==> src/rtl/creg_bus_arbiter_if.sv <==
// Bundle between NUM_REQ requesters, the arbiter, and the control-register port.
// Handshake: a requester holds IN_req[i] (and its fields) stable until it sees OUT_grant[i];
// the access transfers on the rising edge where IN_req[i] & OUT_grant[i].
interface creg_bus_arbiter_if #(
    parameter int NUM_REQ = 3
);
    localparam int IW = $clog2(NUM_REQ);

    logic [NUM_REQ-1:0]    IN_req;
    logic [NUM_REQ-1:0]    IN_write;
    logic [4*NUM_REQ-1:0]  IN_wm;
    logic [7*NUM_REQ-1:0]  IN_addr;
    logic [32*NUM_REQ-1:0] IN_wdata;
    logic [NUM_REQ-1:0]    OUT_grant;
    logic [NUM_REQ-1:0]    OUT_rdValid;
    logic [31:0]           OUT_rdData;

    logic                  OUT_ce;
    logic                  OUT_we;
    logic [3:0]            OUT_wm;
    logic [6:0]            OUT_addr;
    logic [31:0]           OUT_data;
    logic [31:0]           IN_data;
    logic                  IN_IO_busy;

    logic [IW-1:0]         dbg_rr;
    logic [1:0]            dbg_io_hold;

    modport slave (
        input  IN_req, IN_write, IN_wm, IN_addr, IN_wdata, IN_data, IN_IO_busy,
        output OUT_grant, OUT_rdValid, OUT_rdData,
        output OUT_ce, OUT_we, OUT_wm, OUT_addr, OUT_data,
        output dbg_rr, dbg_io_hold
    );

    modport master (
        output IN_req, IN_write, IN_wm, IN_addr, IN_wdata, IN_data, IN_IO_busy,
        input  OUT_grant, OUT_rdValid, OUT_rdData,
        input  OUT_ce, OUT_we, OUT_wm, OUT_addr, OUT_data,
        input  dbg_rr, dbg_io_hold
    );
endinterface

==> src/rtl/creg_bus_arbiter.sv <==
// Round-robin arbiter sharing the control-register port between NUM_REQ requesters,
// with read-response routing and SPI/GPIO (regs 4/5) busy sequencing.
module creg_bus_arbiter #(
    parameter int NUM_REQ = 3,
    parameter int RD_LAT  = 2
) (
    input  logic                  clk,
    input  logic                  rst,
    creg_bus_arbiter_if.slave     bus
);
    localparam int IW   = $clog2(NUM_REQ);
    localparam int PIPE = RD_LAT + 1;

    logic [IW-1:0]      rr;
    logic [1:0]         io_hold;

    logic [NUM_REQ-1:0] is_io;
    logic [NUM_REQ-1:0] eligible;
    logic               grant_any;
    logic [IW-1:0]      grant_idx;
    logic               accept;

    logic               sel_write;
    logic               sel_io;
    logic [3:0]         sel_wm;
    logic [6:0]         sel_addr;
    logic [31:0]        sel_wdata;

    logic               ce_q;
    logic               we_q;
    logic [3:0]         wm_q;
    logic [6:0]         addr_q;
    logic [31:0]        data_q;
    logic [NUM_REQ-1:0] rd_valid_q;
    logic [31:0]        rd_data_q;

    logic               pipe_vld [PIPE];
    logic [IW-1:0]      pipe_idx [PIPE];

    always_comb begin
        logic [6:0] a;
        a = '0;
        for (int i = 0; i < NUM_REQ; i++) begin
            a           = bus.IN_addr[7*i +: 7];
            is_io[i]    = (a[5] == 1'b0) && ((a[3:0] == 4'd4) || (a[3:0] == 4'd5));
            eligible[i] = bus.IN_req[i] &&
                          (!is_io[i] || (!bus.IN_IO_busy && (io_hold == 2'd0)));
        end
    end

    // First eligible requester at or after rr, wrapping; ineligible ones are skipped.
    always_comb begin
        int j;
        j         = 0;
        grant_any = 1'b0;
        grant_idx = '0;
        for (int k = 0; k < NUM_REQ; k++) begin
            j = int'(rr) + k;
            if (j >= NUM_REQ) j = j - NUM_REQ;
            if (!grant_any && eligible[j]) begin
                grant_any = 1'b1;
                grant_idx = IW'(j);
            end
        end
    end

    assign accept = grant_any && rst;

    always_comb begin
        sel_write = 1'b0;
        sel_io    = 1'b0;
        sel_wm    = '0;
        sel_addr  = '0;
        sel_wdata = '0;
        for (int i = 0; i < NUM_REQ; i++) begin
            if (IW'(i) == grant_idx) begin
                sel_write = bus.IN_write[i];
                sel_io    = is_io[i];
                sel_wm    = bus.IN_wm[4*i +: 4];
                sel_addr  = bus.IN_addr[7*i +: 7];
                sel_wdata = bus.IN_wdata[32*i +: 32];
            end
        end
    end

    always_ff @(posedge clk or negedge rst) begin
        if (!rst) begin
            rr         <= '0;
            io_hold    <= 2'd0;
            ce_q       <= 1'b1;
            we_q       <= 1'b1;
            wm_q       <= '0;
            addr_q     <= '0;
            data_q     <= '0;
            rd_valid_q <= '0;
            rd_data_q  <= '0;
            for (int s = 0; s < PIPE; s++) begin
                pipe_vld[s] <= 1'b0;
                pipe_idx[s] <= '0;
            end
        end else begin
            if (accept) begin
                ce_q   <= 1'b0;
                we_q   <= ~sel_write;
                wm_q   <= sel_wm;
                addr_q <= sel_addr;
                data_q <= sel_wdata;
                rr     <= (grant_idx == IW'(NUM_REQ - 1)) ? '0 : grant_idx + 1'b1;
            end else begin
                ce_q <= 1'b1;
                we_q <= 1'b1;
            end

            // Covers the edges before the downstream busy flag reflects a new IO access.
            if (accept && sel_io) begin
                io_hold <= 2'd3;
            end else if (io_hold != 2'd0) begin
                io_hold <= io_hold - 2'd1;
            end

            pipe_vld[0] <= accept && !sel_write;
            pipe_idx[0] <= grant_idx;
            for (int s = 1; s < PIPE; s++) begin
                pipe_vld[s] <= pipe_vld[s-1];
                pipe_idx[s] <= pipe_idx[s-1];
            end

            if (pipe_vld[PIPE-1]) begin
                rd_valid_q <= NUM_REQ'(1) << pipe_idx[PIPE-1];
                rd_data_q  <= bus.IN_data;
            end else begin
                rd_valid_q <= '0;
            end
        end
    end

    assign bus.OUT_grant   = accept ? (NUM_REQ'(1) << grant_idx) : '0;
    assign bus.OUT_rdValid = rd_valid_q;
    assign bus.OUT_rdData  = rd_data_q;
    assign bus.OUT_ce      = ce_q;
    assign bus.OUT_we      = we_q;
    assign bus.OUT_wm      = wm_q;
    assign bus.OUT_addr    = addr_q;
    assign bus.OUT_data    = data_q;
    assign bus.dbg_rr      = rr;
    assign bus.dbg_io_hold = io_hold;
endmodule
==> src/flat_wrapper.sv <==
// flat-port wrapper written by rule: the top's interface ports become plain ports
module creg_bus_arbiter_flat 
#(
    parameter int NUM_REQ = 3,
    parameter int RD_LAT  = 2
)
  (clk, rst, bus_IN_req, bus_IN_write, bus_IN_wm, bus_IN_addr, bus_IN_wdata, bus_IN_data, bus_IN_IO_busy, bus_OUT_grant, bus_OUT_rdValid, bus_OUT_rdData, bus_OUT_ce, bus_OUT_we, bus_OUT_wm, bus_OUT_addr, bus_OUT_data, bus_dbg_rr, bus_dbg_io_hold);
  creg_bus_arbiter_if #(.NUM_REQ(NUM_REQ)) bus_i ();
  input  logic clk;
  input  logic rst;
  input wire logic [$bits(bus_i.IN_req)-1:0] bus_IN_req;
  input wire logic [$bits(bus_i.IN_write)-1:0] bus_IN_write;
  input wire logic [$bits(bus_i.IN_wm)-1:0] bus_IN_wm;
  input wire logic [$bits(bus_i.IN_addr)-1:0] bus_IN_addr;
  input wire logic [$bits(bus_i.IN_wdata)-1:0] bus_IN_wdata;
  input wire logic [$bits(bus_i.IN_data)-1:0] bus_IN_data;
  input wire logic [$bits(bus_i.IN_IO_busy)-1:0] bus_IN_IO_busy;
  output wire logic [$bits(bus_i.OUT_grant)-1:0] bus_OUT_grant;
  output wire logic [$bits(bus_i.OUT_rdValid)-1:0] bus_OUT_rdValid;
  output wire logic [$bits(bus_i.OUT_rdData)-1:0] bus_OUT_rdData;
  output wire logic [$bits(bus_i.OUT_ce)-1:0] bus_OUT_ce;
  output wire logic [$bits(bus_i.OUT_we)-1:0] bus_OUT_we;
  output wire logic [$bits(bus_i.OUT_wm)-1:0] bus_OUT_wm;
  output wire logic [$bits(bus_i.OUT_addr)-1:0] bus_OUT_addr;
  output wire logic [$bits(bus_i.OUT_data)-1:0] bus_OUT_data;
  output wire logic [$bits(bus_i.dbg_rr)-1:0] bus_dbg_rr;
  output wire logic [$bits(bus_i.dbg_io_hold)-1:0] bus_dbg_io_hold;
  assign bus_i.IN_req = bus_IN_req;
  assign bus_i.IN_write = bus_IN_write;
  assign bus_i.IN_wm = bus_IN_wm;
  assign bus_i.IN_addr = bus_IN_addr;
  assign bus_i.IN_wdata = bus_IN_wdata;
  assign bus_i.IN_data = bus_IN_data;
  assign bus_i.IN_IO_busy = bus_IN_IO_busy;
  assign bus_OUT_grant = bus_i.OUT_grant;
  assign bus_OUT_rdValid = bus_i.OUT_rdValid;
  assign bus_OUT_rdData = bus_i.OUT_rdData;
  assign bus_OUT_ce = bus_i.OUT_ce;
  assign bus_OUT_we = bus_i.OUT_we;
  assign bus_OUT_wm = bus_i.OUT_wm;
  assign bus_OUT_addr = bus_i.OUT_addr;
  assign bus_OUT_data = bus_i.OUT_data;
  assign bus_dbg_rr = bus_i.dbg_rr;
  assign bus_dbg_io_hold = bus_i.dbg_io_hold;
  creg_bus_arbiter #(.NUM_REQ(NUM_REQ), .RD_LAT(RD_LAT)) u_core (.clk(clk), .rst(rst), .bus(bus_i));
endmodule
==> config.mk <==
export PLATFORM = sky130hd
export DESIGN_NAME = creg_bus_arbiter_flat
export DESIGN_NICKNAME = d
export VERILOG_FILES = /design/src/rtl/creg_bus_arbiter_if.sv /design/src/rtl/creg_bus_arbiter.sv /design/src/flat_wrapper.sv
export SDC_FILE = /design/constraint.sdc
export NUM_CORES = 1
export LEC_CHECK = 0
export CAP_MARGIN = 5
export CORE_MARGIN = 2
export CORE_UTILIZATION = 35
export CTS_CLUSTER_SIZE = 16
export DETAILED_ROUTE_END_ITERATION = 10
export GPL_TIMING_DRIVEN = 0
export PLACE_DENSITY = 0.74
export REMOVE_ABC_BUFFERS = 1
export SLEW_MARGIN = 30
export SYNTH_ARGS = -nofsm -noshare
export SYNTH_HDL_FRONTEND = slang
export SYNTH_SLANG_ARGS = --single-unit
==> constraint.sdc <==
create_clock -name clk -period 2.4 [get_ports clk]
set_input_delay 0.48 -clock clk [delete_from_list [all_inputs] [get_ports clk]]
set_output_delay 0.48 -clock clk [all_outputs]
set_load 0.005 [all_outputs]
==> results.yml, run 1 <==
synth:
  synth_edf_count: 0
  synthTopCellsByCount: "91 x dfrtp_1, 80 x a21oi_1, 48 x mux2_2"
  yosysWarnings: 0
  ys_seq_area_share_pct: 50.13
  yosysTopAreaCell: "dfrtp_1"
  synth_ff_type: "dfrtp_1"
  yosysMostFrequentCell: "dfrtp_1"
  syn_area_sq_mm: 0.004647
  async_flop_share_pct: 100.0
  synthCells: 426
  synth-seq-cells: 93
  syn_avg_cell_area_sq_um: 10.91
  synth_cell_types: 44
  yosys.area.top_type_share_pct: 49.00
  yosys-top-cells-area: "dfrtp_1 49%, mux2_2 12%, mux2_4 8.7%, a21oi_1 8.6%, nand2_1 3.7%"
placement:
  post-place-ws_ns: -1.399
  gp_congestion: 0.8691
  dp_cells: 845
  io_buffers: 256
  dpl.hpwl_um: 10720
clocking:
  cts_buffer_depth: 2
  clk_pin_slew_ns: 0.07
  clock_latency_ns: 0.34
  ctsHtreeMaxLevel: 3
  cts-root-buf: "clkbuf_16"
  cts_tree: "built"
  cts.sinks: 93
  postCtsHoldBufs: 0
  numCtsBuffers: 9
power:
  p_per_area_mw_per_mm2: 1226
  pwr-share-clk_pct: 13.1
  pwr-share-seq_pct: 26.6
  p_int_mw: 7.053
  finalPower_mw: 10.67
  leakagePower_nw: 3.776
  max-vdd-ir-drop_mv: 0.5170
  pwr-share-comb_pct: 60.3
  switching_share_pct: 33.90
  switching_power_mw: 3.618
detailed_routing:
  via_per_inst: 5.028
  post-route-drc-count: 0
  vias: 4601
  antenna_left: 0
  drt_iter0_drc: 219
  firstDrtPassIters: 7
  routedWlPerCell_um: 18.16
  drt_wl_total_um: 16620
sta:
  worst_clock_skew_ns: 0.01081
  hold_violations: 0
  rsz0062_at_grt: "true"
  min_period_over_period_pct: 116.7
  max_slew_margin_pct: 52.74
  worst_slew_pin_slew_ns: 0.7090
  fin_ws_ns: -0.4012
  period_needed_ns: 2.801
  setup_violations: 48
  slew_violations: 0
  fmax_mhz: 357.0
critical_path:
  required_ns: 1.92
  setup.worst_path.start: "u_core.bus.dbg_io_hold[0]$_DFFE_PN0P_"
  worstSetupStartpointType: "register"
  reg2reg_from: "u_core.bus.dbg_io_hold[0]$_DFFE_PN0P_"
  r2r_setup_slack_ns: -0.24
  worstSetupEndpointType: "primary output"
  reg2reg_depth: 13
  critPathArrivalTime_ns: 2.32
  endpoint: "bus_OUT_grant[0]"
  crit_fanout: 5
  r2r_end: "u_core.bus.OUT_wm[2]$_DFFE_PN0N_"
  worstSetupPathType: "register to primary output"
floorplan:
  die_h_um: 119.2
  core_area_sq_mm: 0.01309
  num_rows: 42
  die_w_um: 119.2
  initial_core_util_pct: 35.51
  die_area_sq_mm: 0.01421
  io_pins: 257
min_path:
  hold_path.class: "input pin to async pin"
final_layout:
  fin_cells: 915
  area.growth.synth_to_final_pct: 87.24
  fin_nets: 907
  drive_above_1_share_pct: 29.50
  diodes: 0
global_routing:
  track_usage_pct: 21.66
  gr-total-overflow: 0
  grt_pass1_vias: 4699
  antenna_found_initial: 0
  grt_max_degree: 63
  grt_pass1_wl_um: 24120
outcome:
  violations: "negative setup slack"
  status: "finished with violations"
job:
  maxCapViolations: 0
==> logic make-up after synthesis <==
family	count (synthesis)	synth area share [%]
buffers and inverters	36	4.577
AO/OA/AOI/OAI	99	11.95
flip-flops	93	50.13
adder cells (fa/ha/maj)	4	1.023
multiplexers	78	21.00
AND/OR/NAND/NOR	115	11.12
XOR/XNOR	1	0.1885
==> how the worst min path moves through the flow <==
stage / from / endpoint / slack [ns] / depth (start not counted)
floorplan: rst / u_core.bus.OUT_addr[0]$_DFFE_PN0N_ / 0.18 / 0
global placement: u_core.pipe_idx[5]$_DFF_PN0_ / u_core.pipe_idx[3]$_DFF_PN0_ / 0.33 / 0
finish: rst / u_core.bus.OUT_addr[4]$_DFFE_PN0N_ / 0.01 / 1
global route: rst / u_core.bus.OUT_addr[4]$_DFFE_PN0N_ / 0.02 / 1
detailed placement: u_core.pipe_idx[4]$_DFF_PN0_ / u_core.pipe_idx[2]$_DFF_PN0_ / 0.33 / 0
CTS: rst / u_core.bus.OUT_addr[4]$_DFFE_PN0N_ / 0.02 / 1
==> sequential cells by signal, summed over array words and instances, names as in the netlist <==
register	flops
u_core.bus.OUT_addr	7
u_core.bus.OUT_ce	1
u_core.bus.OUT_data	32
u_core.bus.OUT_rdData	32
u_core.bus.OUT_rdValid	3
u_core.bus.OUT_we	1
u_core.bus.OUT_wm	4
u_core.bus.dbg_io_hold	2
u_core.bus.dbg_rr	2
u_core.pipe_idx	6
u_core.pipe_vld	3
==> layout make-up <==
cell class / count / area, sq um
clock buffers: 9 / 225.2
clock inverters: 7 / 75.07
fillers: 929 / 4384
inverters: 8 / 62.56
multi-input cells: 297 / 2390
flip-flops and latches: 93 / 2331
well taps: 176 / 220.2
repair buffers: 319 / 3316
repair inverters: 6 / 81.33
==> what timing repair did <==
item	CTS	global route
setup buffers	31	22
pin swaps	15	23
gates cloned	6	3
endpoints found under the setup margin	55	51
resized for setup	103	76
==> metrics by stage <==
step | utilization, % | hold WS, ns | area, sq um | TNS [ns]
CTS | 63.83 | 0.01575 | 8352 | -5.428
global placement | 55.38 | 0.3323 | 7247 | -553.40
floorplan | - | 0.1844 | 4464 | -138.94
detailed placement | 56.71 | 0.3347 | 7421 | -57.61
global route | 66.49 | 0.01846 | 8701 | -13.87
finish | 66.49 | 0.01242 | 8701 | -9.220
==> power groups by stage <==
stage | Sequential [mW] | Combinational (mW) | Clock [mW]
after floorplan | 2.85 | 2.31 | 0
after global placement | 2.80 | 4.68 | 0
after detailed placement | 2.85 | 4.83 | 0
after CTS | 2.84 | 5.80 | 1.44
after global routing | 2.95 | 6.85 | 1.52
final | 2.84 | 6.43 | 1.40
==> layer usage <==
layer | routed length, um | up-vias | global-route usage [%] | part of all wire (%)
met5 | 0 | - | 0 | 0
met4 | 390 | 0 | 8.557 | 2.3
met3 | 1553 | 38 | 6.897 | 9.3
met2 | 8168 | 263 | 37.36 | 49
met1 | 6507 | 2194 | 24.93 | 39
li1 | - | 2106 | - | -
==> worst max-delay path: stages (launching register included) <==
cell and delay [ns]:
dfrtp_1 0.41, inv_2 0.08, ha_4 0.16, nand2b_4 0.08, a21boi_4 0.17, a21oi_4 0.06, maj3_2 0.34, a211oi_4 0.29
buf_6 0.16, inv_8 0.05, nor2_2 0.07, buf_2 0.11
==> layout by cell type (no fill, tap or decap), types with 9 or more instances in the layout <==
cell and instances:
dfrtp_1 90, clkbuf_16 9, buf_12 10, clkdlybuf4s50_1 239, nor2_1 41, mux2_4 43, mux2_2 32, a21oi_1 66
buf_4 27, buf_6 19, a21oi_2 14, nand2_1 46
Note: power is estimated with default switching activity, not from simulation.
==> run 2: changes to the inputs <==
Settings changed: CELL_PAD_IN_SITES_DETAIL_PLACEMENT from default to 0, CELL_PAD_IN_SITES_GLOBAL_PLACEMENT from default to 1, CORE_UTILIZATION 35 to 26, PLACE_DENSITY 0.74 to 0.75.
==> run 2 against run 1 <==
The run still ends with negative setup slack left. Utilization down 15 points. Register-to-register slack worse by 0.02 ns. Final cell count rose by 6.4%. Clock skew grew 0.00052 ns. Hold slack gained 0.014 ns. Combinational power is 3% higher. Critical path depth did not move. Clock power barely moved. Highest routed layer unchanged. Sequential cell count did not move.
==> results.yml, run 2 (same netlist as run 1, synthesis figures left out) <==
clocking:
  cts-root-buf: "clkbuf_16"
  cts.sinks: 93
  postCtsHoldBufs: 0
  cts_tree: "built"
  ctsHtreeMaxLevel: 3
  clk_pin_slew_ns: 0.07
  cts_buffer_depth: 2
  numCtsBuffers: 9
  clock_latency_ns: 0.35
critical_path:
  required_ns: 1.92
  worstSetupEndpointType: "primary output"
  critPathArrivalTime_ns: 2.32
  crit_fanout: 7
  worstSetupStartpointType: "register"
  worstSetupPathType: "register to primary output"
final_layout:
  final_cell_mix: "239 x clkdlybuf4s50_1, 90 x dfrtp_1, 75 x a21oi_1, 42 x nand2_1, 38 x mux2_4"
  postLayoutCoreUtil_pct: 51.42
  area.growth.synth_to_final_pct: 92.06
  diodes: 0
  final_common_cell: "clkdlybuf4s50_1"
  drive_above_1_share_pct: 30.97
  fin_nets: 917
sta:
  hold_violations: 0
  whs_ns: 0.02638
  worst_clock_skew_ns: 0.01133
  worst_slew_pin_slew_ns: 0.7050
  rsz0062_at_grt: "true"
  setup_violations: 43
  min_period_over_period_pct: 116.6
  slew_violations: 0
  max_slew_margin_pct: 53.00
  fmax_mhz: 357.3
  fin_ws_ns: -0.3991
  period_needed_ns: 2.799
power:
  pwr-share-clk_pct: 12.8
  pwr-share-comb_pct: 61.1
  max-vdd-ir-drop_mv: 0.5233
  switching_power_mw: 3.583
  switching_share_pct: 33.16
  leakagePower_nw: 3.844
  p_int_mw: 7.223
  p_per_area_mw_per_mm2: 1211
  pwr-share-seq_pct: 26.1
detailed_routing:
  drt_wl_total_um: 16870
  drt_iter0_drc: 135
  routedWlPerCell_um: 17.32
  antenna_left: 0
  vias: 4507
  via_per_inst: 4.627
  post-route-drc-count: 0
  firstDrtPassIters: 4
outcome:
  violations: "negative setup slack"
  status: "finished with violations"
global_routing:
  grt_pass1_wl_um: 23250
  antenna_found_initial: 0
  grt_pass1_vias: 4493
  gr-total-overflow: 0
  grt_max_degree: 60
  track_usage_pct: 16.22
placement:
  dpl.hpwl_um: 11030
  gp_congestion: 0.7786
  io_buffers: 256
floorplan:
  die_area_sq_mm: 0.01896
  die_w_um: 137.7
  die_h_um: 137.7
  io_pins: 257
  num_rows: 48
  core_area_sq_mm: 0.01736
  initial_core_util_pct: 26.77
min_path:
  hold_path.class: "input pin to async pin"
job:
  maxCapViolations: 0
run 2: cell types whose count changed in the layout (fill, tap and decap cells not counted), sizes merged:
cell           change
buf               +10
clkbuf             +6
clkdlybuf4s15      +1
clkinvlp           +1
dlygate4sd2        -3
inv                -5
run 2: repair_timing:
action	CTS	global route
setup endpoints to repair	55	50
gates cloned	5	6
pin swaps	17	14
gates resized for setup	128	54
buffers inserted	32	25
run 2: per-stage QoR:
stage / total power [mW] / setup TNS, ns / worst slack (ns) / instances / cell area (sq um)
after floorplan: 5.168 / -138.94 / -2.652 / 398 / 4464
after global placement: 7.561 / -586.29 / -7.697 / 879 / 7308
after detailed placement: 7.708 / -58.28 / -1.329 / 895 / 7490
after CTS: 10.21 / -3.830 / -0.3626 / 948 / 8488
after global routing: 11.50 / -11.65 / -0.5116 / 974 / 8925
final: 10.81 / -7.041 / -0.3991 / 974 / 8925
run 2: worst paths after layout:
check	startpoint	endpoint	slack (ns)	depth (start not counted)
worst max-delay path	u_core.bus.dbg_io_hold[0]$_DFFE_PN0P_	bus_OUT_grant[0]	-0.40	11
worst min-delay path	rst	u_core.bus.OUT_rdData[7]$_DFFE_PN0P_	0.03	1
worst max register to register	u_core.bus.dbg_io_hold[0]$_DFFE_PN0P_	u_core.bus.OUT_data[20]$_DFFE_PN0N_	-0.26	13
worst min register to register	u_core.pipe_idx[4]$_DFF_PN0_	u_core.pipe_idx[2]$_DFF_PN0_	0.34	0
max in group asynchronous	rst	u_core.bus.OUT_ce$_DFF_PN1_	1.74	2
min in group clk	u_core.pipe_idx[4]$_DFF_PN0_	u_core.pipe_idx[2]$_DFF_PN0_	0.34	0
run 2: critical path, cell delays in order (launching register included):
cell      delay, ns
dfrtp_1        0.39
inv_2          0.08
ha_4           0.16
nor2b_4        0.22
o21ai_2        0.08
a21boi_1       0.14
a21bo_2        0.25
a211oi_4       0.25
buf_6          0.16
inv_8          0.05
nor2_4         0.07
buf_2          0.12
run 2: power by group through the flow:
stage,Clock [mW],Combinational (mW),Sequential (mW)
global route,1.52,7.05,2.93
floorplan,0,2.31,2.85
CTS,1.44,5.94,2.83
finish,1.38,6.60,2.82
detailed placement,0,4.86,2.85
global placement,0,4.76,2.81
run 2: routing by layer:
metal	up-vias	track usage (%)	part of all wire, %
met2	231	29.02	50
met5	-	0	0
met1	2137	18.53	39
li1	2117	-	-
met3	22	4.121	9.4
met4	0	6.179	2.0
run 2: cell type report:
class                   count  area [sq um]
well taps                 225         281.5
repair inverters            2         20.02
clock buffers               9         225.2
inverters                   8         76.32
repair buffers            333          3545
flip-flops and latches     93          2331
fillers                  1502          8432
multi-input cells         297          2377
clock inverters             7         68.82
